## src/rtl/sc_pkg.sv

```systemverilog
// Shared definitions for stochastic-computing converters: conversion state
// encoding and window-length helper.
package sc_pkg;

  typedef enum logic [1:0] {
    StIdle  = 2'd0,
    StCount = 2'd1,
    StDone  = 2'd2
  } sc_state_e;

  localparam int unsigned ScDefaultWidth = 8;

  function automatic int unsigned sc_window_len(input int unsigned width);
    return 32'd1 << width;
  endfunction

endpackage

```

## src/rtl/sc_ones_counter.sv

```systemverilog
// Gated ones counter plus sample counter for one conversion window; flags the
// sample that completes the window.
module sc_ones_counter
  import sc_pkg::*;
#(
  parameter int unsigned WIDTH = ScDefaultWidth
) (
  input  logic             clk,
  input  logic             rst,
  input  logic             clr,
  input  logic             en,
  input  logic             in_bit,
  output logic [WIDTH:0]   ones_cnt,
  output logic [WIDTH-1:0] sample_cnt,
  output logic             last
);

  localparam logic [WIDTH-1:0] LastIdx = WIDTH'(sc_window_len(WIDTH) - 1);

  // Combinational so the owner can capture the final sample on the same edge.
  assign last = en && (sample_cnt == LastIdx);

  always_ff @(posedge clk or negedge rst) begin
    if (!rst) begin
      ones_cnt   <= '0;
      sample_cnt <= '0;
    end else if (clr) begin
      ones_cnt   <= '0;
      sample_cnt <= '0;
    end else if (en) begin
      ones_cnt   <= ones_cnt + {{WIDTH{1'b0}}, in_bit};
      sample_cnt <= sample_cnt + WIDTH'(1);
    end
  end

endmodule

```

## src/rtl/sc_stoch_to_bin.sv

```systemverilog
// Stochastic-to-binary converter: counts ones over 2^WIDTH valid samples.
// SC_STOCH_TO_BIN_BIPOLAR_EN selects a signed bipolar result (2*ones - 2^WIDTH).
module sc_stoch_to_bin
  import sc_pkg::*;
#(
  parameter int unsigned WIDTH = ScDefaultWidth
) (
  input  logic                    clk,
  input  logic                    rst,
  input  logic                    start,
  input  logic                    in_bit,
  input  logic                    in_valid,
  output logic                    busy,
  output logic                    done,
`ifdef SC_STOCH_TO_BIN_BIPOLAR_EN
  output logic signed [WIDTH+1:0] result
`else
  output logic        [WIDTH:0]   result
`endif
);

  sc_state_e state;

  logic             clr;
  logic             en;
  logic             last;
  logic [WIDTH:0]   ones_cnt;
  logic [WIDTH-1:0] sample_cnt;
  logic [WIDTH:0]   ones_sum;

`ifdef SC_STOCH_TO_BIN_BIPOLAR_EN
  logic [WIDTH+1:0] res_d;
`else
  logic [WIDTH:0]   res_d;
`endif

  assign clr = start && (state != StCount);
  assign en  = in_valid && (state == StCount);

  sc_ones_counter #(
    .WIDTH(WIDTH)
  ) u_ones_counter (
    .clk       (clk),
    .rst       (rst),
    .clr       (clr),
    .en        (en),
    .in_bit    (in_bit),
    .ones_cnt  (ones_cnt),
    .sample_cnt(sample_cnt),
    .last      (last)
  );

  // Final sample is folded in here since the counter only updates on this edge.
  assign ones_sum = ones_cnt + {{WIDTH{1'b0}}, in_bit};

  always_comb begin
`ifdef SC_STOCH_TO_BIN_BIPOLAR_EN
    res_d = {ones_sum, 1'b0} - {2'b01, {WIDTH{1'b0}}};
`else
    res_d = ones_sum;
`endif
  end

  always_ff @(posedge clk or negedge rst) begin
    if (!rst) begin
      state  <= StIdle;
      busy   <= 1'b0;
      done   <= 1'b0;
      result <= '0;
    end else begin
      done <= 1'b0;
      unique case (state)
        StIdle, StDone: begin
          if (start) begin
            state <= StCount;
            busy  <= 1'b1;
          end else begin
            state <= StIdle;
            busy  <= 1'b0;
          end
        end
        StCount: begin
          if (last) begin
            state  <= StDone;
            busy   <= 1'b0;
            done   <= 1'b1;
            result <= res_d;
          end
        end
        default: begin
          state <= StIdle;
          busy  <= 1'b0;
        end
      endcase
    end
  end

endmodule

```

## config.mk

```make
export PLATFORM = sky130hd
export DESIGN_NAME = sc_stoch_to_bin
export DESIGN_NICKNAME = d
export VERILOG_FILES = /design/src/rtl/sc_pkg.sv /design/src/rtl/sc_ones_counter.sv /design/src/rtl/sc_stoch_to_bin.sv
export SDC_FILE = /design/constraint.sdc
export NUM_CORES = 1
export LEC_CHECK = 0
export ABC_CLOCK_PERIOD_IN_PS = 4400
export CORE_MARGIN = 8
export CORE_UTILIZATION = 32
export DETAILED_ROUTE_END_ITERATION = 8
export DONT_BUFFER_PORTS = 1
export PLACE_DENSITY_LB_ADDON = 0.12
export SYNTH_ARGS = -nofsm -noshare
export SYNTH_HDL_FRONTEND = slang
export SYNTH_SLANG_ARGS = --single-unit
```

## constraint.sdc

```tcl
create_clock -name clk -period 4.4 [get_ports clk]
set_input_delay 1.1 -clock clk [delete_from_list [all_inputs] [get_ports clk]]
set_output_delay 1.1 -clock clk [all_outputs]
set_load 0.02 [all_outputs]
```

## After elaboration in Yosys (flattened, before gate mapping)

Cells that the tools add are included.

| word-level totals | value |
|---|---|
| flip-flop bits (word level) | 30 |
| input port bits | 5 |
| output and inout bits | 11 |
| logic and storage cells | 32 |

| cells by class | value |
|---|---|
| add/subtract/negate cells | 2 |
| equality and inequality tests | 5 |
| multiplexer cells | 12 |
| reduce and logical (&&, ||, !) cells | 7 |

Operators with widths:

| operator | count |
|---|---|
| 9-bit 2-to-1 mux | 2 |
| 8-bit 2-to-1 mux | 2 |
| 9-bit by 1-bit adder with 9-bit output | 1 |
| 8-bit by 1-bit adder with 8-bit output (second input constant) | 1 |
| 8-bit == test (second input constant) | 1 |
| 1-bit 2-to-1 mux | 5 |
| 2-bit case mux with 2 select lines | 1 |
| 1-bit logical AND | 3 |
| 2-bit by 1-bit == test with 1-bit output (second input constant) | 1 |
| 2-bit == test (second input constant) | 1 |
| 2-bit logical NOT | 1 |
| 2-bit 2-to-1 mux | 1 |
| 2-bit by 1-bit != test with 1-bit output (second input constant) | 1 |
| 2-bit != test (second input constant) | 1 |
| 1-bit case mux with 2 select lines | 1 |
| 2-bit AND reduction | 1 |
| 2-bit nonzero test | 1 |
| 2-bit OR reduction | 1 |

## Longest topological paths before layout

| depth | value |
|---|---|
| depth in word-level cells | 5 |
| gate-level depth with buffers | 6 |
| depth with buffers taken out | 6 |

## Cells and area by module

Synthesis repeated with hierarchy kept, for this count alone.

| unflattened totals | value |
|---|---|
| cell total of the unflattened synthesis | 148 |
| area total of the unflattened synthesis | 1462.7 sq um |

Modules (own cells, without submodules):

| module | instances | cells an instance | area each (sq um) | seq. area each (sq um) |
|---|---|---|---|---|
| sc_ones_counter | 1 | 82 | 844.6 | 425.4 |
| sc_stoch_to_bin | 1 | 66 | 618.1 | 325.3 |

## Least setup slack after synthesis

OpenSTA, ideal clock, no wires.

| timing path | value |
|---|---|
| kind | input to register |
| from | in in_valid |
| to | reg result[0] |
| setup time | 0.125 ns |
| data arrival time | 2.052 ns |
| required time | 4.275 ns |
| path slack | 2.223 ns |
| stages | 3 |
| path buffers | 0 |
| path through | nand3b_4 nor4_4 mux2_2 |

| on the way | value |
|---|---|
| longest elaborated chain between the ends | 3 |

Ends and longest elaborated chain:

| element | line | RTL |
|---|---|---|
| from (decl) | sc_stoch_to_bin.sv:12 | `input logic in_valid,` |
| 1-bit logical AND | sc_stoch_to_bin.sv:38 | `assign en = in_valid && (state == StCount);` |
| 1-bit logical AND | sc_ones_counter.sv:21 | `assign last = en && (sample_cnt == LastIdx);` |
| 2-bit AND reduction (no source line) | - |  |
| to (signal assigned) | sc_stoch_to_bin.sv:87 | `result <= res_d;` |
| to (decl) | sc_stoch_to_bin.sv:18 | `output logic [WIDTH:0] result` |

No other way between the ends.
A chain may end at the register's enable or synchronous reset.

## Final worst setup path

Ends and elaborated chain as after synthesis.

==> results_dict.tcl <==
set metrics [dict create \
    vias_per_cell 5.148 \
    r2r_setup_slack_ns 2.24 \
    wirelength_um 2795 \
    holdWs_ns 0.5058 \
    status "finished, final reports clean" \
    slew_violations 0 \
    multi_input_area_um2 609.3 \
    via_count 973 \
    p_leak_nw 0.6794 \
    dieArea_um2 6796 \
    ys_seq_area_share_pct 53.14 \
    synth_xor_area_share_pct 6.820 \
    reg2reg_from "u_ones_counter.sample_cnt[0]$_DFFE_PN0P_" \
    synthTopCellsByCount "dfrtp_1, nor2_1, o21ai_0" \
    power.total_uw 624.0 \
    first_pass_iters 4 \
    syn_to_final_growth_pct 8.680 \
    synth-seq-cells 30 \
    worstPathCellList "nand3b_4 > nor4_4 > mux2_2" \
    synth_top_cell_area_share_pct 53.14 \
    layout_setup_ws_ns 1.951 \
    grt.overflow.total 0 \
    grt.total_usage_pct 9.545 \
    io-pin-count 16 \
    max_stage_delay_ns 0.92 \
    coreArea_um2 4294 \
    drc 0 \
    worst_r2r_path_depth 4 \
    dp.cells 181 \
    place_ws_ns 1.619 \
    dpl_cell_area_um2 1444 \
    max_freq_mhz 408.3 \
    nets 144 \
    powerDensity_nw_per_um2 406.4 \
    start_util_pct 32.90 \
    finalInstanceArea_um2 1535 \
    cts_buffers 5 \
    synth-edff-count 0 \
    antenna_found_initial 0 \
    setup_viol 0 \
    ys_types 33 \
    vdd_drop_max_mv 0.1134 \
    yosys_most_used_dff "dfrtp_1" \
    worst_slew_pin_slew_ns 1.011 \
    rows 24 \
    fin_crit_sh_pct 55.66 \
    cts_setup_buffers 0 \
    required_ns 4.57 \
    synth_area_leaders "dfrtp_1, o21ai_0, a21oi_1, nor2_1, xnor2_1" \
    io_buffer_count 0 \
    crit_arrival_ns 2.62 \
    clk_latency_ns 0.28 \
    routedWlPerCell_um 14.79 \
    finClkSkew_ns 0.005691 \
    synth_compound_area_share_pct 14.17 \
    tritoncts "yes" \
    crit_slowest_cell "nor4_4" \
    end_kind "flip-flop" \
    synth_simple_gate_area_share_pct 17.89 \
    worstSetupPathType "in2reg" \
    yosysWarnings 0 \
    nFillCells 443 \
    syn_avg_cell_area_um2 10.46 \
    clockBufferDepth 2 \
    diodes 0 \
    tns_ns 0 \
    hold_class "in2async" \
    drt_first_iter_violations 50 \
    synth_top_family_by_area "simple AND/OR/NAND/NOR gates" \
    hold_buffers 0 \
    syn-cell-area_um2 1413 \
    maxCapViolations 0 \
    utilization_pct 35.75 \
    critPathMaxFanout 19 \
    yosys.area_share.adder_pct 2.657 \
    startpoint "in_valid" \
    clock-sinks 30 \
    grt_max_degree 31 \
    syn-num-nets 143 \
    synth_area_leader_cell "dfrtp_1" \
    synthMuxAreaShare_pct 1.594 \
    rsz0062_at_grt "false" \
    die_h_um 82.44 \
    htree_levels 2 \
    gp_congestion 0.7578 \
    cts-root-buf "clkbuf_8" \
    start_kind "primary input" \
    seq_area_um2 750.7 \
    slew_headroom_pct 32.10 \
    drive_above_1_share_pct 8.759 \
    synth_cells 135 \
    hpwl_um 1853 \
    async_flop_share_pct 100.0 \
    grt_pass1_wl_um 4698 \
    clkTransAtPathRegs_ns 0.06 \
    final.min_clock_period_ns 2.449 \
    final_cells 189 \
    ant_nets 0 \
    hold_viol_final 0 \
    die_w_um 82.44 \
    first_global_vias 924 \
    post-synth-top-count-cell "dfrtp_1" \
    ctsResizeCount 0 \
]
## layout make-up
type	instances	share of cell area [%]
Sequential cell	30	48.90
Multi-Input combinational cell	94	39.69
Clock buffer	7	5.623
Tap cell	52	4.238
Inverter	5	1.222
Clock inverter	1	0.3260
## sequential cells by signal, summed over array words and instances, names as in the netlist
signal	flops
result	9
u_ones_counter.ones_cnt	9
u_ones_counter.sample_cnt	8
state	2
busy	1
done	1
## path summary, 6_finish.rpt
kind                                                                to
worst min register to register  u_ones_counter.ones_cnt[0]$_DFFE_PN0P_
worst max register to register                   result[0]$_DFFE_PN0P_
min in group clk                u_ones_counter.ones_cnt[0]$_DFFE_PN0P_
worst min-delay path            u_ones_counter.ones_cnt[2]$_DFFE_PN0P_
worst max-delay path                             result[0]$_DFFE_PN0P_
max in group asynchronous                        result[8]$_DFFE_PN0P_
## layout by cell type (no fill, tap or decap), types with 2 or more instances in the layout
master / Yosys / final
nor2_1: 14 / 14
o21ai_0: 12 / 12
o22ai_1: 2 / 2
a22o_1: 3 / 3
nand3_1: 6 / 6
dfrtp_1: 30 / 30
xnor2_1: 6 / 6
and2_1: 2 / 2
ha_1: 3 / 3
and3_1: 2 / 2
or3_1: 2 / 2
xor2_1: 5 / 5
mux2_2: 2 / 2
inv_1: 5 / 5
nand4_1: 2 / 2
and4_1: 2 / 2
o31ai_1: 3 / 3
nand2_1: 7 / 7
clkbuf_8: 0 / 6
a21oi_1: 11 / 11
## power breakdown
part / switching [mW] / internal (mW) / leakage, nW
sequential: 0.0305 / 0.304 / 0.398
combinational: 0.0302 / 0.0297 / 0.233
clock: 0.104 / 0.126 / 0.0482
total: 0.165 / 0.459 / 0.679
## logic make-up (layout without fill, tap and decap cells)
| group | after synthesis | in the layout |
|---|---|---|
| AND/OR/NAND/NOR | 44 | 44 |
| AO/OA/AOI/OAI | 34 | 34 |
| flip-flops | 30 | 30 |
| XOR/XNOR | 11 | 11 |
| buffers and inverters | 11 | 13 |
| adder cells (fa/ha/maj) | 3 | 3 |
| multiplexers | 2 | 2 |
## worst max-delay path, delay by kind of cell
kind	cells	cell delay (ns)
AND/OR/NAND/NOR	2	1.09
multiplexers	1	0.41
## metal layers
layer / GRT usage (%) / up-vias / wire length, um
li1: - / 477 / -
met1: 11.23 / 468 / 1304
met5: 0 / - / 0
met3: 5.736 / 6 / 293
met4: 5.263 / 0 / 56
met2: 13.16 / 22 / 1140
Power figures use the tool's default switching activity.
==> variant: new RTL, same settings <==
`ScDefaultWidth`: 8 -> 9.
--- a/src/rtl/sc_pkg.sv
+++ b/src/rtl/sc_pkg.sv
@@ -10,3 +10,3 @@
 
-  localparam int unsigned ScDefaultWidth = 8;
+  localparam int unsigned ScDefaultWidth = 9;
 
Ports: changed (resized result); port bits go from 16 to 17. The function was not compared with the original's and may differ.
==> variant against the original RTL <==
Combinational power is 22% higher. Sequential cell count up 3. Setup slack better by 130 ps. Synthesized area rose by 9.3%. Total power is 6.6% higher. Final area grew 8.4%. Synthesized cell count grew 15%. Routed wire length increased by 9.2%.
==> variant: results (changes against the original RTL) <==
INFO  status         outcome=finished clean
INFO  critical_path  max_stage_delay=450ps [-470 ps]
INFO  grt            met1_usage=0.1049 [-0.007334]
INFO  grt            met3_usage=0.03668 [-0.02068]
INFO  critical_path  worstPathArrival=2460ps [-160 ps]
INFO  synthesis      synth.cell_area=1544um^2 [+9.3%]
INFO  synthesis      number_of_library_cell_types_mapped_by_synthesis=32 [-3.0%]
INFO  grt            grt_usage=0.09155 [-0.003902]
INFO  power          p_leak=0.7129nW [+4.9%]
INFO  synthesis      postSynthAreaPerCell=9.961um^2 [-4.8%]
INFO  synthesis      seq_area_frac_synth=0.5348 [+0.003402]
INFO  finish         drive_above_1_share=0.06410 [-0.02349]
INFO  placement      place_congestion=0.7805 [+3.0%]
INFO  placement      placed_area=1584um^2 [+9.7%]
INFO  routing        post_drt_via_cell_ratio=5.167 [+0.36%]
INFO  sta            timing.clock.skew=3.131ps [-2.561 ps]
INFO  synthesis      synth_area_leaders=dfrtp_1, o21ai_0, nand2_1, xnor2_1, ha_1
INFO  grt            grt_max_degree=34 [+9.7%]
INFO  routing        met3_length=234um [-20%]
INFO  placement      dp.final_hpwl=2.094mm [+13%]
INFO  grt            groute.layer.met2.usage=0.1410 [+0.009485]
INFO  finish         biggestRegsByFlops=result (10), u_ones_counter.ones_cnt (10), u_ones_counter.sample_cnt (9)
INFO  routing        avgRoutedWirePerCell=14.54um [-1.7%]
INFO  sta            tightestPinTransition=913.4ps [-97.57 ps]
INFO  grt            grt_pass1_vias=1121 [+21%]
INFO  power          vdd_ir_drop_max=0.1891mV [+67%]
INFO  finish         fill_cells=501 [+13%]
INFO  placement      pre_cts_slack=1784ps [+165.0 ps]
INFO  finish         final_net_count=164 [+14%]
variant: cell families (layout without fill, tap and decap cells):
family                     Yosys count  after routing  synth area share
and+or+nand+nor                     53             53            0.1702
AOI/OAI and AO/OA                   36             36            0.1426
DFF                                 33             33            0.5348
buffers and inverters               15             16           0.03727
xor gates and xnor gates            12             12           0.06807
adders and majority gates            4              4           0.03242
muxes                                2              2           0.01459
variant: where the power goes:
part           switching [mW]  internal (mW)  leakage, nW
logic                  0.0373         0.0358        0.235
clock network           0.106          0.112       0.0395
registers              0.0380          0.336        0.438
total                   0.181          0.484        0.713
variant: worst paths after layout:
| check | slack [ps] | cells past startpoint | from | endpoint |
|---|---|---|---|---|
| max in group asynchronous | 3800 | 0 | rst | u_ones_counter.ones_cnt[3]$_DFFE_PN0P_ |
| hold / removal | 500 | 0 | rst | result[2]$_DFFE_PN0P_ |
| min in group clk | 510 | 1 | u_ones_counter.ones_cnt[9]$_DFFE_PN0P_ | u_ones_counter.ones_cnt[9]$_DFFE_PN0P_ |
| setup reg to reg | 2370 | 6 | u_ones_counter.sample_cnt[0]$_DFFE_PN0P_ | result[1]$_DFFE_PN0P_ |
| setup / recovery | 2080 | 6 | in_bit | result[8]$_DFFE_PN0P_ |
| hold reg to reg | 510 | 1 | u_ones_counter.ones_cnt[9]$_DFFE_PN0P_ | u_ones_counter.ones_cnt[9]$_DFFE_PN0P_ |
variant: worst reg2reg max path, stage by stage, from the launching register on:
cell     delay [ps]
dfrtp_1         390
ha_1            190
nand3_1         130
nor3_1          230
ha_1            180
nand2_1         370
mux2_2          430
variant: cell type report:
class	count	area (um^2)	share of cell area
clock buffers	8	80.08	0.04812
inverters	8	30.03	0.01805
well taps	54	67.56	0.04060
flip-flops and latches	33	825.8	0.4962
multi-input cells	107	660.6	0.3970
